`src/rtl/vga_axil_slave_ctrl_if.sv`:
```
// vga_axil_slave_ctrl_if: AXI4-Lite channel bundle between the interconnect and the VGA slave controller
interface vga_axil_slave_ctrl_if #(
  parameter int DATA_WIDTH = 32,
  parameter int ADDR_WIDTH = 32
);
  logic [ADDR_WIDTH-1:0]   awaddr;
  logic                    awvalid;
  logic                    awready;
  logic [DATA_WIDTH-1:0]   wdata;
  logic [DATA_WIDTH/8-1:0] wstrb;
  logic                    wvalid;
  logic                    wready;
  logic [1:0]              bresp;
  logic                    bvalid;
  logic                    bready;
  logic [ADDR_WIDTH-1:0]   araddr;
  logic                    arvalid;
  logic                    arready;
  logic [DATA_WIDTH-1:0]   rdata;
  logic [1:0]              rresp;
  logic                    rvalid;
  logic                    rready;
  modport master (
    output awaddr, awvalid, wdata, wstrb, wvalid, bready, araddr, arvalid, rready,
    input  awready, wready, bresp, bvalid, arready, rdata, rresp, rvalid
  );
  modport slave (
    input  awaddr, awvalid, wdata, wstrb, wvalid, bready, araddr, arvalid, rready,
    output awready, wready, bresp, bvalid, arready, rdata, rresp, rvalid
  );
endinterface

```
`src/rtl/vga_axil_slave_ctrl.sv`:
```
// vga_axil_slave_ctrl: AXI4-Lite slave to word-addressed native port with independent write/read FSMs
module vga_axil_slave_ctrl #(
  parameter int AXIL_DATA_WIDTH   = 32,
  parameter int AXIL_ADDR_WIDTH   = 32,
  parameter int NATIVE_ADDR_WIDTH = 10,
  parameter int ADDR_LIMIT        = 1024,
  parameter int READ_LATENCY      = 1
) (
  input  logic                         clk,
  input  logic                         arst,
  vga_axil_slave_ctrl_if.slave         axil,
  output logic                         write_en,
  output logic [NATIVE_ADDR_WIDTH-1:0] addr_write,
  output logic [AXIL_DATA_WIDTH-1:0]   data2native,
  output logic [AXIL_DATA_WIDTH/8-1:0] strb2native,
  output logic                         read_en,
  output logic [NATIVE_ADDR_WIDTH-1:0] addr_read,
  input  logic [AXIL_DATA_WIDTH-1:0]   native_rdata
);
  localparam int OFFSET = $clog2(AXIL_DATA_WIDTH/8);
  localparam logic [AXIL_ADDR_WIDTH-1:0] LIMIT = AXIL_ADDR_WIDTH'(ADDR_LIMIT);
  localparam logic [2:0] LAT = 3'(READ_LATENCY);
  typedef enum logic [1:0] {W_IDLE, W_EXEC, W_RESP} w_state_t;
  typedef enum logic [1:0] {R_IDLE, R_WAIT, R_RESP} r_state_t;
  w_state_t w_state, w_next;
  r_state_t r_state, r_next;
  logic [AXIL_ADDR_WIDTH-1:0] aw_word, ar_word;
  logic aw_bad, ar_bad, aw_hs, w_hs, ar_hs, aw_done, w_done, w_go, w_err, r_err, r_hit;
  logic [2:0] r_cnt;
  always_comb begin
    aw_word = axil.awaddr >> OFFSET;
    ar_word = axil.araddr >> OFFSET;
    aw_bad  = (axil.awaddr[OFFSET-1:0] != '0) || (aw_word >= LIMIT);
    ar_bad  = (axil.araddr[OFFSET-1:0] != '0) || (ar_word >= LIMIT);
    aw_hs   = axil.awvalid && axil.awready;
    w_hs    = axil.wvalid && axil.wready;
    ar_hs   = axil.arvalid && axil.arready;
    w_go    = (w_state == W_IDLE) && (aw_done || aw_hs) && (w_done || w_hs);
    r_hit   = (r_state == R_WAIT) && (r_cnt == LAT);
  end
  always_ff @(posedge clk or posedge arst)
    if (arst) w_state <= W_IDLE;
    else w_state <= w_next;
  always_comb
    w_next = (w_state == W_IDLE) ? (w_go ? W_EXEC : W_IDLE) :
             (w_state == W_EXEC) ? W_RESP :
             (axil.bready ? W_IDLE : W_RESP);
  always_comb begin
    axil.awready = (w_state == W_IDLE) && !aw_done;
    axil.wready  = (w_state == W_IDLE) && !w_done;
    write_en     = (w_state == W_EXEC) && !w_err;
    axil.bvalid  = (w_state == W_RESP);
    axil.bresp   = (axil.bvalid && w_err) ? 2'b10 : 2'b00;
  end
  // Either channel may land first; the done flags remember which one already did.
  always_ff @(posedge clk or posedge arst)
    if (arst) begin
      aw_done     <= 1'b0;
      w_done      <= 1'b0;
      w_err       <= 1'b0;
      addr_write  <= '0;
      data2native <= '0;
      strb2native <= '0;
    end else begin
      if (aw_hs) begin
        aw_done    <= 1'b1;
        w_err      <= aw_bad;
        addr_write <= aw_word[NATIVE_ADDR_WIDTH-1:0];
      end
      if (w_hs) begin
        w_done      <= 1'b1;
        data2native <= axil.wdata;
        strb2native <= axil.wstrb;
      end
      if (w_go) begin
        aw_done <= 1'b0;
        w_done  <= 1'b0;
      end
    end
  always_ff @(posedge clk or posedge arst)
    if (arst) r_state <= R_IDLE;
    else r_state <= r_next;
  always_comb
    r_next = (r_state == R_IDLE) ? (axil.arvalid ? R_WAIT : R_IDLE) :
             (r_state == R_WAIT) ? (r_hit ? R_RESP : R_WAIT) :
             (axil.rready ? R_IDLE : R_RESP);
  always_comb begin
    axil.arready = (r_state == R_IDLE);
    read_en      = (r_state == R_WAIT) && (r_cnt == 3'd0) && !r_err;
    axil.rvalid  = (r_state == R_RESP);
    axil.rresp   = (axil.rvalid && r_err) ? 2'b10 : 2'b00;
  end
  // r_cnt == 0 is the read_en cycle; native data is taken when it reaches the latency.
  always_ff @(posedge clk or posedge arst)
    if (arst) begin
      r_err      <= 1'b0;
      r_cnt      <= 3'd0;
      addr_read  <= '0;
      axil.rdata <= '0;
    end else begin
      if (ar_hs) begin
        r_err     <= ar_bad;
        r_cnt     <= 3'd0;
        addr_read <= ar_word[NATIVE_ADDR_WIDTH-1:0];
      end else if (r_state == R_WAIT) r_cnt <= r_cnt + 3'd1;
      if (r_hit) axil.rdata <= r_err ? '0 : native_rdata;
    end
endmodule
```
`src/flat_wrapper.sv`:
```
// flat-port wrapper written by rule: the top's interface ports become plain ports
module vga_axil_slave_ctrl_flat 
#(
  parameter int AXIL_DATA_WIDTH   = 32,
  parameter int AXIL_ADDR_WIDTH   = 32,
  parameter int NATIVE_ADDR_WIDTH = 10,
  parameter int ADDR_LIMIT        = 1024,
  parameter int READ_LATENCY      = 1
)
  (clk, arst, write_en, addr_write, data2native, strb2native, read_en, addr_read, native_rdata, axil_awaddr, axil_awvalid, axil_wdata, axil_wstrb, axil_wvalid, axil_bready, axil_araddr, axil_arvalid, axil_rready, axil_awready, axil_wready, axil_bresp, axil_bvalid, axil_arready, axil_rdata, axil_rresp, axil_rvalid);
  vga_axil_slave_ctrl_if axil_i ();
  input  logic clk;
  input  logic arst;
  output logic write_en;
  output logic [NATIVE_ADDR_WIDTH-1:0] addr_write;
  output logic [AXIL_DATA_WIDTH-1:0] data2native;
  output logic [AXIL_DATA_WIDTH/8-1:0] strb2native;
  output logic read_en;
  output logic [NATIVE_ADDR_WIDTH-1:0] addr_read;
  input  logic [AXIL_DATA_WIDTH-1:0] native_rdata;
  input wire logic [$bits(axil_i.awaddr)-1:0] axil_awaddr;
  input wire logic [$bits(axil_i.awvalid)-1:0] axil_awvalid;
  input wire logic [$bits(axil_i.wdata)-1:0] axil_wdata;
  input wire logic [$bits(axil_i.wstrb)-1:0] axil_wstrb;
  input wire logic [$bits(axil_i.wvalid)-1:0] axil_wvalid;
  input wire logic [$bits(axil_i.bready)-1:0] axil_bready;
  input wire logic [$bits(axil_i.araddr)-1:0] axil_araddr;
  input wire logic [$bits(axil_i.arvalid)-1:0] axil_arvalid;
  input wire logic [$bits(axil_i.rready)-1:0] axil_rready;
  output wire logic [$bits(axil_i.awready)-1:0] axil_awready;
  output wire logic [$bits(axil_i.wready)-1:0] axil_wready;
  output wire logic [$bits(axil_i.bresp)-1:0] axil_bresp;
  output wire logic [$bits(axil_i.bvalid)-1:0] axil_bvalid;
  output wire logic [$bits(axil_i.arready)-1:0] axil_arready;
  output wire logic [$bits(axil_i.rdata)-1:0] axil_rdata;
  output wire logic [$bits(axil_i.rresp)-1:0] axil_rresp;
  output wire logic [$bits(axil_i.rvalid)-1:0] axil_rvalid;
  assign axil_i.awaddr = axil_awaddr;
  assign axil_i.awvalid = axil_awvalid;
  assign axil_i.wdata = axil_wdata;
  assign axil_i.wstrb = axil_wstrb;
  assign axil_i.wvalid = axil_wvalid;
  assign axil_i.bready = axil_bready;
  assign axil_i.araddr = axil_araddr;
  assign axil_i.arvalid = axil_arvalid;
  assign axil_i.rready = axil_rready;
  assign axil_awready = axil_i.awready;
  assign axil_wready = axil_i.wready;
  assign axil_bresp = axil_i.bresp;
  assign axil_bvalid = axil_i.bvalid;
  assign axil_arready = axil_i.arready;
  assign axil_rdata = axil_i.rdata;
  assign axil_rresp = axil_i.rresp;
  assign axil_rvalid = axil_i.rvalid;
  vga_axil_slave_ctrl #(.AXIL_DATA_WIDTH(AXIL_DATA_WIDTH), .AXIL_ADDR_WIDTH(AXIL_ADDR_WIDTH), .NATIVE_ADDR_WIDTH(NATIVE_ADDR_WIDTH), .ADDR_LIMIT(ADDR_LIMIT), .READ_LATENCY(READ_LATENCY)) u_core (.clk(clk), .arst(arst), .axil(axil_i), .write_en(write_en), .addr_write(addr_write), .data2native(data2native), .strb2native(strb2native), .read_en(read_en), .addr_read(addr_read), .native_rdata(native_rdata));
endmodule
```
`config.mk`:
```
export PLATFORM = sky130hd
export DESIGN_NAME = vga_axil_slave_ctrl_flat
export DESIGN_NICKNAME = d
export VERILOG_FILES = /design/src/rtl/vga_axil_slave_ctrl_if.sv /design/src/rtl/vga_axil_slave_ctrl.sv /design/src/flat_wrapper.sv
export SDC_FILE = /design/constraint.sdc
export NUM_CORES = 1
export LEC_CHECK = 0
export ABC_CLOCK_PERIOD_IN_PS = 3400
export CAP_MARGIN = 25
export CORE_MARGIN = 8
export CORE_UTILIZATION = 34
export DETAILED_ROUTE_END_ITERATION = 16
export PLACE_DENSITY_LB_ADDON = 0.05
export SLEW_MARGIN = 20
export SYNTH_ARGS = -nofsm -noshare
export SYNTH_HDL_FRONTEND = slang
export SYNTH_SLANG_ARGS = --single-unit
```
`constraint.sdc`:
```
create_clock -name clk -period 3.4 [get_ports clk]
set_input_delay 0.85 -clock clk [delete_from_list [all_inputs] [get_ports clk]]
set_output_delay 0.85 -clock clk [all_outputs]
set_load 0.01 [all_outputs]
```
# Word-level counts from Yosys, hierarchy flattened
# Cells that the tools add are included.
[op_classes] addsub=1 magnitude_cmp=2 eq_ne=5 muxes=18 n_reduce_logical=29
[ops] cell="30-bit by 11-bit >= comparator with 1-bit output (second input constant)" count=2
[ops] cell="32-bit 2-to-1 mux" count=1
[ops] cell="2-bit 2-to-1 mux" count=9
[ops] cell="1-bit logical AND" count=13
[ops] cell="2-bit nonzero test" count=5
[ops] cell="1-bit 2-to-1 mux" count=6
[ops] cell="3-bit 2-to-1 mux" count=2
[ops] cell="2-bit by 1-bit equality test with 1-bit output (second input constant)" count=2
[ops] cell="2-bit equality test (second input constant)" count=2
[ops] cell="1-bit zero test" count=4
[ops] cell="2-bit zero test" count=2
[ops] cell="1-bit logical OR" count=4
[ops] cell="3-bit by 1-bit adder with 3-bit output (second input constant)" count=1
[ops] cell="3-bit by 1-bit equality test with 1-bit output (second input constant)" count=1
[ops] cell="3-bit zero test" count=1
[word_totals] register_bits=99 input_bits=139 out_inout_bits=99 wordCells=67

# Depth between registers and ports, before layout
[depth] depth_word=8 depth_mapped=7 ltp_nobuf=5

# Worst setup path after synthesis
# Ideal clock, no wire load.
[synth_path] path_type="input -> register" startpoint="in axil_awvalid" endpoint="reg u_core.addr_write[0]" arrival_time_ns=1.856 t_required_ns=3.275 path_slack_ns=1.419 path_stages=3 path_cell_list="nor4b_1 -> buf_2 -> mux2_2"
[synth_via] elab_chain_cells=1
[synth_rtl] element="start: declaration" line_no="flat_wrapper.sv:22" rtl="input wire logic [$bits(axil_i.awvalid)-1:0] axil_awvalid;"
[synth_rtl] element="1-bit logical AND" line_no="vga_axil_slave_ctrl.sv:35" rtl="aw_hs = axil.awvalid && axil.awready;"
[synth_rtl] element="end signal: assignment" line_no="vga_axil_slave_ctrl.sv:68" rtl="addr_write <= aw_word[NATIVE_ADDR_WIDTH-1:0];"
[synth_rtl] element="end: declaration" line_no="vga_axil_slave_ctrl.sv:13" rtl="output logic [NATIVE_ADDR_WIDTH-1:0] addr_write,"
# Every way passes these cells.
# A chain may end at the register's enable or synchronous reset.

# Final worst setup path
[layout_path] startpoint="reg u_core.r_state[1]" endpoint="out read_en"
[layout_via] elab_chain_cells=3
[layout_rtl] element="start: declaration" line_no="vga_axil_slave_ctrl.sv:26" rtl="r_state_t r_state, r_next;"
[layout_rtl] element="start signal: assignment" line_no="vga_axil_slave_ctrl.sv:82" rtl="else r_state <= r_next;"
[layout_rtl] element="2-bit by 1-bit equality test with 1-bit output" line_no="vga_axil_slave_ctrl.sv:89" rtl="read_en = (r_state == R_WAIT) && (r_cnt == 3'd0) && !r_err;"
[layout_rtl] element="1-bit logical AND (2 in a row)" line_no="vga_axil_slave_ctrl.sv:89"
[layout_rtl] element="end: declaration" line_no="flat_wrapper.sv:18" rtl="output logic read_en;"
# Every way passes these cells.

==> results.py <==
metrics = {
    "outcome": {
        "run_status": "complete, no violations",
    },
    "synth": {
        "avgSynthCellArea_um2": 12.3,
        "synthDistinctLibCells": 32,
        "async_flop_share_pct": 100,
        "synth-simple-area-share_pct": 13.5,
        "synth_flop_cell": "dfrtp_1",
        "synthAdderAreaFrac_pct": 0.912,
        "muxShareOfSynthArea_pct": 15.3,
        "synth_top_family_by_area": "multiplexers",
        "ys_seq_area_share_pct": 60.2,
        "synth_xor_area_share_pct": 0,
        "ys_warn_count": 0,
        "syn-cell-area_mm2": 0.00412,
        "synth_edf_count": 0,
        "ys_ff_latch": 99,
        "synth_cells": 335,
        "synth_compound_area_share_pct": 5.84,
    },
    "die": {
        "die_y_um": 126,
        "row_count": 40,
        "fp.dieW_um": 126,
        "core-area_mm2": 0.0119,
        "start_util_pct": 34.6,
        "pin_count": 238,
        "die_area_mm2": 0.0159,
    },
    "setup_path": {
        "crit_end": "read_en",
        "cp_cell_sequence": "inv_1 > nand2_1 > nor4b_1 > clkdlybuf4s50_1",
        "reg2reg_depth": 6,
        "end_kind": "output port",
        "crit_fanout": 6,
        "crit_required_ns": 2.55,
        "path_buf_inv": 2,
        "cp_num_cells": 4,
        "crit_type": "flip-flop to output port",
        "cp_data_arrival_time_ns": 1.95,
        "startpoint": "u_core.r_state[1]$_DFF_PP0_",
        "r2r-start": "u_core.r_cnt[1]$_DFFE_PP0P_",
        "slowest_stage": "clkdlybuf4s50_1",
        "r2r_end": "u_core.axil.rdata[11]$_DFFE_PP0P_",
        "cpLargestDelayFamily": "buffers and inverters",
        "cpPeakStageDelay_ns": 0.64,
        "rrSetupSlack_ns": 1.35,
        "critPathLaunchType": "flip-flop",
    },
    "pwr": {
        "ir_worst_vdd_mv": 0.338,
        "p_leak_uw": 0.00276,
        "power_density_mw_per_mm2": 726,
        "finalPower_uw": 5000,
    },
    "clocking": {
        "path_clk_slew_ns": 0.06,
        "htree_levels": 3,
        "cts_root_buf": "clkbuf_16",
        "clock_sinks": 99,
        "post_cts_buffers": 0,
        "hold_buffers": 0,
        "cts_max_path_buffers": 2,
        "cts_tree": "yes",
        "cts_buffers": 9,
        "clk-insertion-delay-late_ns": 0.33,
        "cts_resized": 0,
    },
    "grt": {
        "use_met2_pct": 25.5,
        "grt_max_degree": 100,
        "grt_pass1_vias": 3702,
        "use_met1_pct": 17.3,
        "grt_overflow": 0,
        "grt_busiest_layer": "met2",
        "grt_pass1_wl_um": 19700,
        "track_usage_pct": 15.6,
        "use_met3_pct": 8.02,
        "antenna_found_initial": 0,
    },
    "sta": {
        "maxSlewHeadroom_pct": 51.5,
        "finalCritPeriodShare_pct": 82.3,
        "fmax_mhz": 357,
        "min_period_ns": 2.80,
        "maxSlewViolCount": 0,
        "setup_viol": 0,
        "finClkSkew_ns": 0.00412,
        "rsz0062_at_grt": "false",
        "worst_pin_slew_ns": 0.727,
        "finalHoldViolCount": 0,
        "finalSetupTns_ns": 0,
    },
    "route": {
        "via_per_inst": 4.63,
        "wl_per_cell_um": 16.9,
        "drc_errors": 0,
        "drt-pass1-iter-count": 4,
        "wl_um": 12200,
        "drtIter0Drc": 137,
        "vias": 3338,
        "ant_nets": 0,
    },
    "cells_and_area": {
        "drive_gt1_share_pct": 14.1,
        "nNetsFinal": 711,
        "finalInstanceArea_mm2": 0.00689,
        "finalNonFillerCells": 721,
        "syn_to_final_growth_pct": 67.3,
        "post-route-util_pct": 57.8,
        "antenna_cells": 0,
        "n_fill_cell": 1077,
        "multi_input_area_mm2": 0.00149,
        "seq_area_mm2": 0.00248,
    },
    "hold_path": {
        "hold_class": "flip-flop to flip-flop",
    },
    "place": {
        "place_area_mm2": 0.00659,
        "dp_hpwl_um": 9590,
        "io_buffer_count": 235,
        "placedCellCount": 705,
        "gp_congestion": 0.787,
    },
    "job": {
        "drv_cap": 0,
    },
}
worst min path at each step:
stage | slack [ns] | start | cells past startpoint | to
after floorplan | 0.49 | u_core.r_cnt[1]$_DFFE_PP0P_ | 1 | u_core.r_cnt[1]$_DFFE_PP0P_
after global placement | 0.46 | u_core.axil.rdata[27]$_DFFE_PP0P_ | 2 | u_core.axil.rdata[27]$_DFFE_PP0P_
after detailed placement | 0.47 | u_core.axil.rdata[6]$_DFFE_PP0P_ | 2 | u_core.axil.rdata[6]$_DFFE_PP0P_
after CTS | 0.48 | u_core.axil.rdata[4]$_DFFE_PP0P_ | 2 | u_core.axil.rdata[4]$_DFFE_PP0P_
final | 0.48 | u_core.axil.rdata[28]$_DFFE_PP0P_ | 2 | u_core.axil.rdata[28]$_DFFE_PP0P_
after global routing | 0.51 | u_core.axil.rdata[27]$_DFFE_PP0P_ | 2 | u_core.axil.rdata[27]$_DFFE_PP0P_
metrics by stage:
stage          worst slack [ns]  hold slack (ns)
6_report                  0.601            0.477
5_1_grt                   0.421            0.509
4_1_cts                   0.535            0.484
3_5_place_dp              0.934            0.469
3_3_place_gp               1.01            0.461
2_1_floorplan              1.37            0.491
cell usage in the layout (no fill, tap or decap), types with 2 or more instances in the layout:
master,Yosys,routed
dfrtp_1,99,99
conb_1,1,2
clkbuf_8,0,4
nor4_1,10,10
o21ai_0,36,36
clkdlybuf4s50_1,0,235
o22a_1,2,2
ha_1,3,3
inv_1,6,5
nand3_1,2,2
nor2_1,15,15
buf_4,2,6
nand2b_1,32,32
a21oi_1,2,2
nand2_1,35,35
mux2_2,55,55
and2_1,2,2
nand4_1,2,2
clkbuf_16,0,9
clkbuf_1,10,2
synth_stat cells, types with 2 or more instances:
master	count	area (µm²)
inv_1	6	22.5
o21ai_0	36	180
buf_4	2	15.0
and2_1	2	12.5
clkbuf_1	10	37.5
nand2b_1	32	200
buf_12	3	60.1
buf_2	3	15.0
buf_6	2	22.5
nor2_1	15	56.3
nand4_1	2	12.5
ha_1	3	37.5
nor4b_1	2	17.5
a21oi_1	2	10.0
mux2_2	55	619
o22a_1	2	17.5
nor4_1	10	62.6
nand2_1	35	131
dfrtp_1	99	2480
nand3_1	2	10.0
layer usage:
metal  vias up  wire (µm)
li1       1610          -
met1      1579       4840
met2       141       5810
met3         8       1380
met4         0        145
met5         -          0
registers in the layout, summed over array words and instances, names as in the netlist:
register            flops
u_core.addr_read       10
u_core.addr_write      10
u_core.aw_done          1
u_core.axil.rdata      32
u_core.data2native     32
u_core.r_cnt            3
u_core.r_err            1
u_core.r_state          2
u_core.strb2native      4
u_core.w_done           1
u_core.w_err            1
u_core.w_state          2
where the power goes:
group          total, µW  leakage [µW]  internal (µW)  switching, µW
logic               2150       0.00138           1310            840
clock network        988      0.000146            576            412
registers           1860       0.00124           1610            251
total               5000       0.00276           3500           1500
logic make-up (layout without fill, tap and decap cells):
logic type / count (synthesis) / after routing
AOI/OAI and AO/OA: 44 / 44
adders and majority gates: 3 / 3
buffers and inverters: 26 / 264
and+or+nand+nor: 106 / 106
DFF: 99 / 99
other: 1 / 2
muxes: 56 / 56
tightest hold or removal path: stages, from the launching register on:
cell and delay, ns:
dfrtp_1 0.34, nand2_1 0.04, o21ai_0 0.06
layout make-up:
cell class | count | share of cell area (%)
Clock inverter | 1 | 0.0727
Clock buffer | 15 | 4.18
Tap cell | 147 | 2.67
Multi-Input combinational cell | 211 | 21.6
Sequential cell | 99 | 36.0
Timing Repair Buffer | 242 | 35.1
Inverter | 6 | 0.382
(Power assumes the default switching activity.)
==> RTL change, RTL diff (same flow settings) <==
Make the reset (`arst`) synchronous in 4 clocked blocks.
--- a/src/rtl/vga_axil_slave_ctrl.sv
+++ b/src/rtl/vga_axil_slave_ctrl.sv
@@ -40,3 +40,3 @@
   end
-  always_ff @(posedge clk or posedge arst)
+  always_ff @(posedge clk)
     if (arst) w_state <= W_IDLE;
@@ -55,3 +55,3 @@
   // Either channel may land first; the done flags remember which one already did.
-  always_ff @(posedge clk or posedge arst)
+  always_ff @(posedge clk)
     if (arst) begin
@@ -79,3 +79,3 @@
     end
-  always_ff @(posedge clk or posedge arst)
+  always_ff @(posedge clk)
     if (arst) r_state <= R_IDLE;
@@ -93,3 +93,3 @@
   // r_cnt == 0 is the read_en cycle; native data is taken when it reaches the latency.
-  always_ff @(posedge clk or posedge arst)
+  always_ff @(posedge clk)
     if (arst) begin
Function: differs if arst is asserted again (counterexample within 4 cycles, from zero or initial values and one cycle with arst high); with arst held inactive, the same outputs for 10 cycles.
==> RTL change against the original RTL <==
Clock skew up 0.00096 ns. Synthesized cell count up 36%. Setup slack better by 0.12 ns. Maximum frequency up 4.3%. Cell area down 4.7%. Worst hold slack worse by 0.026 ns. Critical path depth down 1. Sequential cell count unchanged. Wire length up 7.3%. Count of clock-buffer cells in the layout down 1. Area after synthesis down 5.2%. Critical path type unchanged. Highest routed layer unchanged.
Power is not compared: it rests on default switching activity, and its combinational part moved more than twofold at a synthesized area within 25%.
==> RTL change: results (changes against the original RTL) <==
Run status
  – Status: completed (unchanged)

Critical path
  – CP Max Fanout: 11 (was 6)
  – Delay-heaviest family, CP: flip-flops (was buffers and inverters)
  – WP data arrival: 1.83 ns (was 1.95 ns)
  – R2r setup slk: 1.55 ns (was 1.35 ns)
  – Largest stage delay, worst path: 0.59 ns (was 0.64 ns)
  – R2r endpoint: u_core.data2native[28] (was u_core.axil.rdata[11])
  – Worst R2R Start: u_core.w_state[1] (was u_core.r_cnt[1])
  – Register-to-Register Path Depth: 4 (was 6)
  – Slowest stage cell, crit path: dfxtp_1 (was clkdlybuf4s50_1)

Logic synthesis
  – Sequential area share after synthesis: 50.8% (was 60.2%)
  – Netlist cell types: 35 (was 32)
  – Top FF cell, synth: dfxtp_1 (was dfrtp_1)
  – Syn Area/Cell: 8.56 µm² (was 12.3 µm²)
  – Synth top cells by count: 124 x nand2_1, 99 x dfxtp_1, 81 x a21oi_1 (was 99 x dfrtp_1, 55 x mux2_2, 36 x o21ai_0)

Routing
  – WL per Instance: 15.9 µm (was 16.9 µm)
  – Vias per Instance: 4.74 (was 4.63)
  – Initial DRC count: 212 (was 137)

Placement
  – Placed cells: 805 (was 705)
  – Post-DP Area: 0.00626 mm² (was 0.00659 mm²)
  – Gpl congestion: 0.770 (was 0.787)
  – Dpl hpwl: 9.93 mm (was 9.59 mm)

Final layout
  – Layout filler cell count: 1055 (was 1077)
  – NumNets Final: 816 (was 711)
  – Final std cells w/o fill: 822 (was 721)

Global route
  – GRT Total Usage: 16.7% (was 15.6%)
  – First-pass GRT wire length: 20.1 mm (was 19.7 mm)

Min path
  – Hold Startpoint: u_core.axil.rdata[13] (was u_core.axil.rdata[28])
  – Hold endpoint: u_core.axil.rdata[13] (was u_core.axil.rdata[28])

Floorplan
  – # rows: 39 (was 40)
RTL change: cell types whose count changed in the layout (fill, tap and decap cells not counted), moves of 3 or more:
cell / delta
dfrtp_1: -99
dfxtp_1: +99
nand2_1: +89
a21oi_1: +79
mux2_2: -55
o21ai_0: -35
nand3b_1: +32
nand2b_1: -31
mux2i_1: +10
nor3_1: +7
nor2_1: +4
nor2b_1: +4
a311oi_1: +3
RTL change: kinds of logic (layout without fill, tap and decap cells):
group / Yosys count / in the layout / share of synthesized area [%]
simple gates: 214 / 214 / 27.4
flops: 99 / 99 / 50.8
compound gates: 90 / 90 / 12.2
buf+inv: 39 / 261 / 6.03
mux: 10 / 10 / 2.57
fa+ha+maj: 3 / 3 / 0.962
other cells: 1 / 2 / 0.0961
RTL change: worst max-delay path by stage:
stage	start	end	slack, ns
after floorplan	axil_wvalid	u_core.data2native[1]	1.60
after global placement	axil_wvalid	u_core.data2native[18]	0.68
after detailed placement	axil_wvalid	u_core.data2native[30]	0.65
after CTS	u_core.w_state[1]	axil_bresp[1]	0.69
after global routing	u_core.w_state[1]	axil_bresp[1]	0.62
final	u_core.w_state[1]	axil_bresp[1]	0.72
RTL change: power groups by stage:
stage | logic, W | registers [W] | clock network [W]
2_1_floorplan | 0.000228 | 0.00132 | 0
3_3_place_gp | 0.000577 | 0.00131 | 0
3_5_place_dp | 0.000582 | 0.00131 | 0
4_1_cts | 0.000584 | 0.00128 | 0.000974
5_1_grt | 0.000630 | 0.00129 | 0.00102
6_report | 0.000579 | 0.00128 | 0.000941
RTL change: routing by layer:
metal / part of all wire, % / GRT usage, % / up-vias
li1: - / - / 1961
met1: 38 / 18.1 / 1791
met2: 51 / 28.7 / 128
met3: 10 / 7.03 / 13
met4: 1.5 / 5.57 / 0
met5: 0 / 0 / -
RTL change: metrics by stage:
step	util [%]	setup slack (ns)	hold slack, ns
finish	58.0	0.717	0.451
floorplan	-	1.60	0.476
detailed placement	55.3	0.652	0.442
global route	58.0	0.621	0.468
CTS	57.7	0.692	0.451
global placement	55.3	0.680	0.437
RTL change: area by class of cell:
type                    count  area [µm²]  area share (%)
multi-input cells         319        1690            25.8
repair buffers            242        2420            36.9
clock inverters             2        10.0           0.153
inverters                   3        11.3           0.172
flip-flops and latches     99        1980            30.2
well taps                 143         179            2.73
clock buffers              14         264            4.02
RTL change: worst min-delay path: stages (launching register included):
cell and delay (ns):
dfxtp_1 0.31, nand2_1 0.05, a21oi_1 0.05
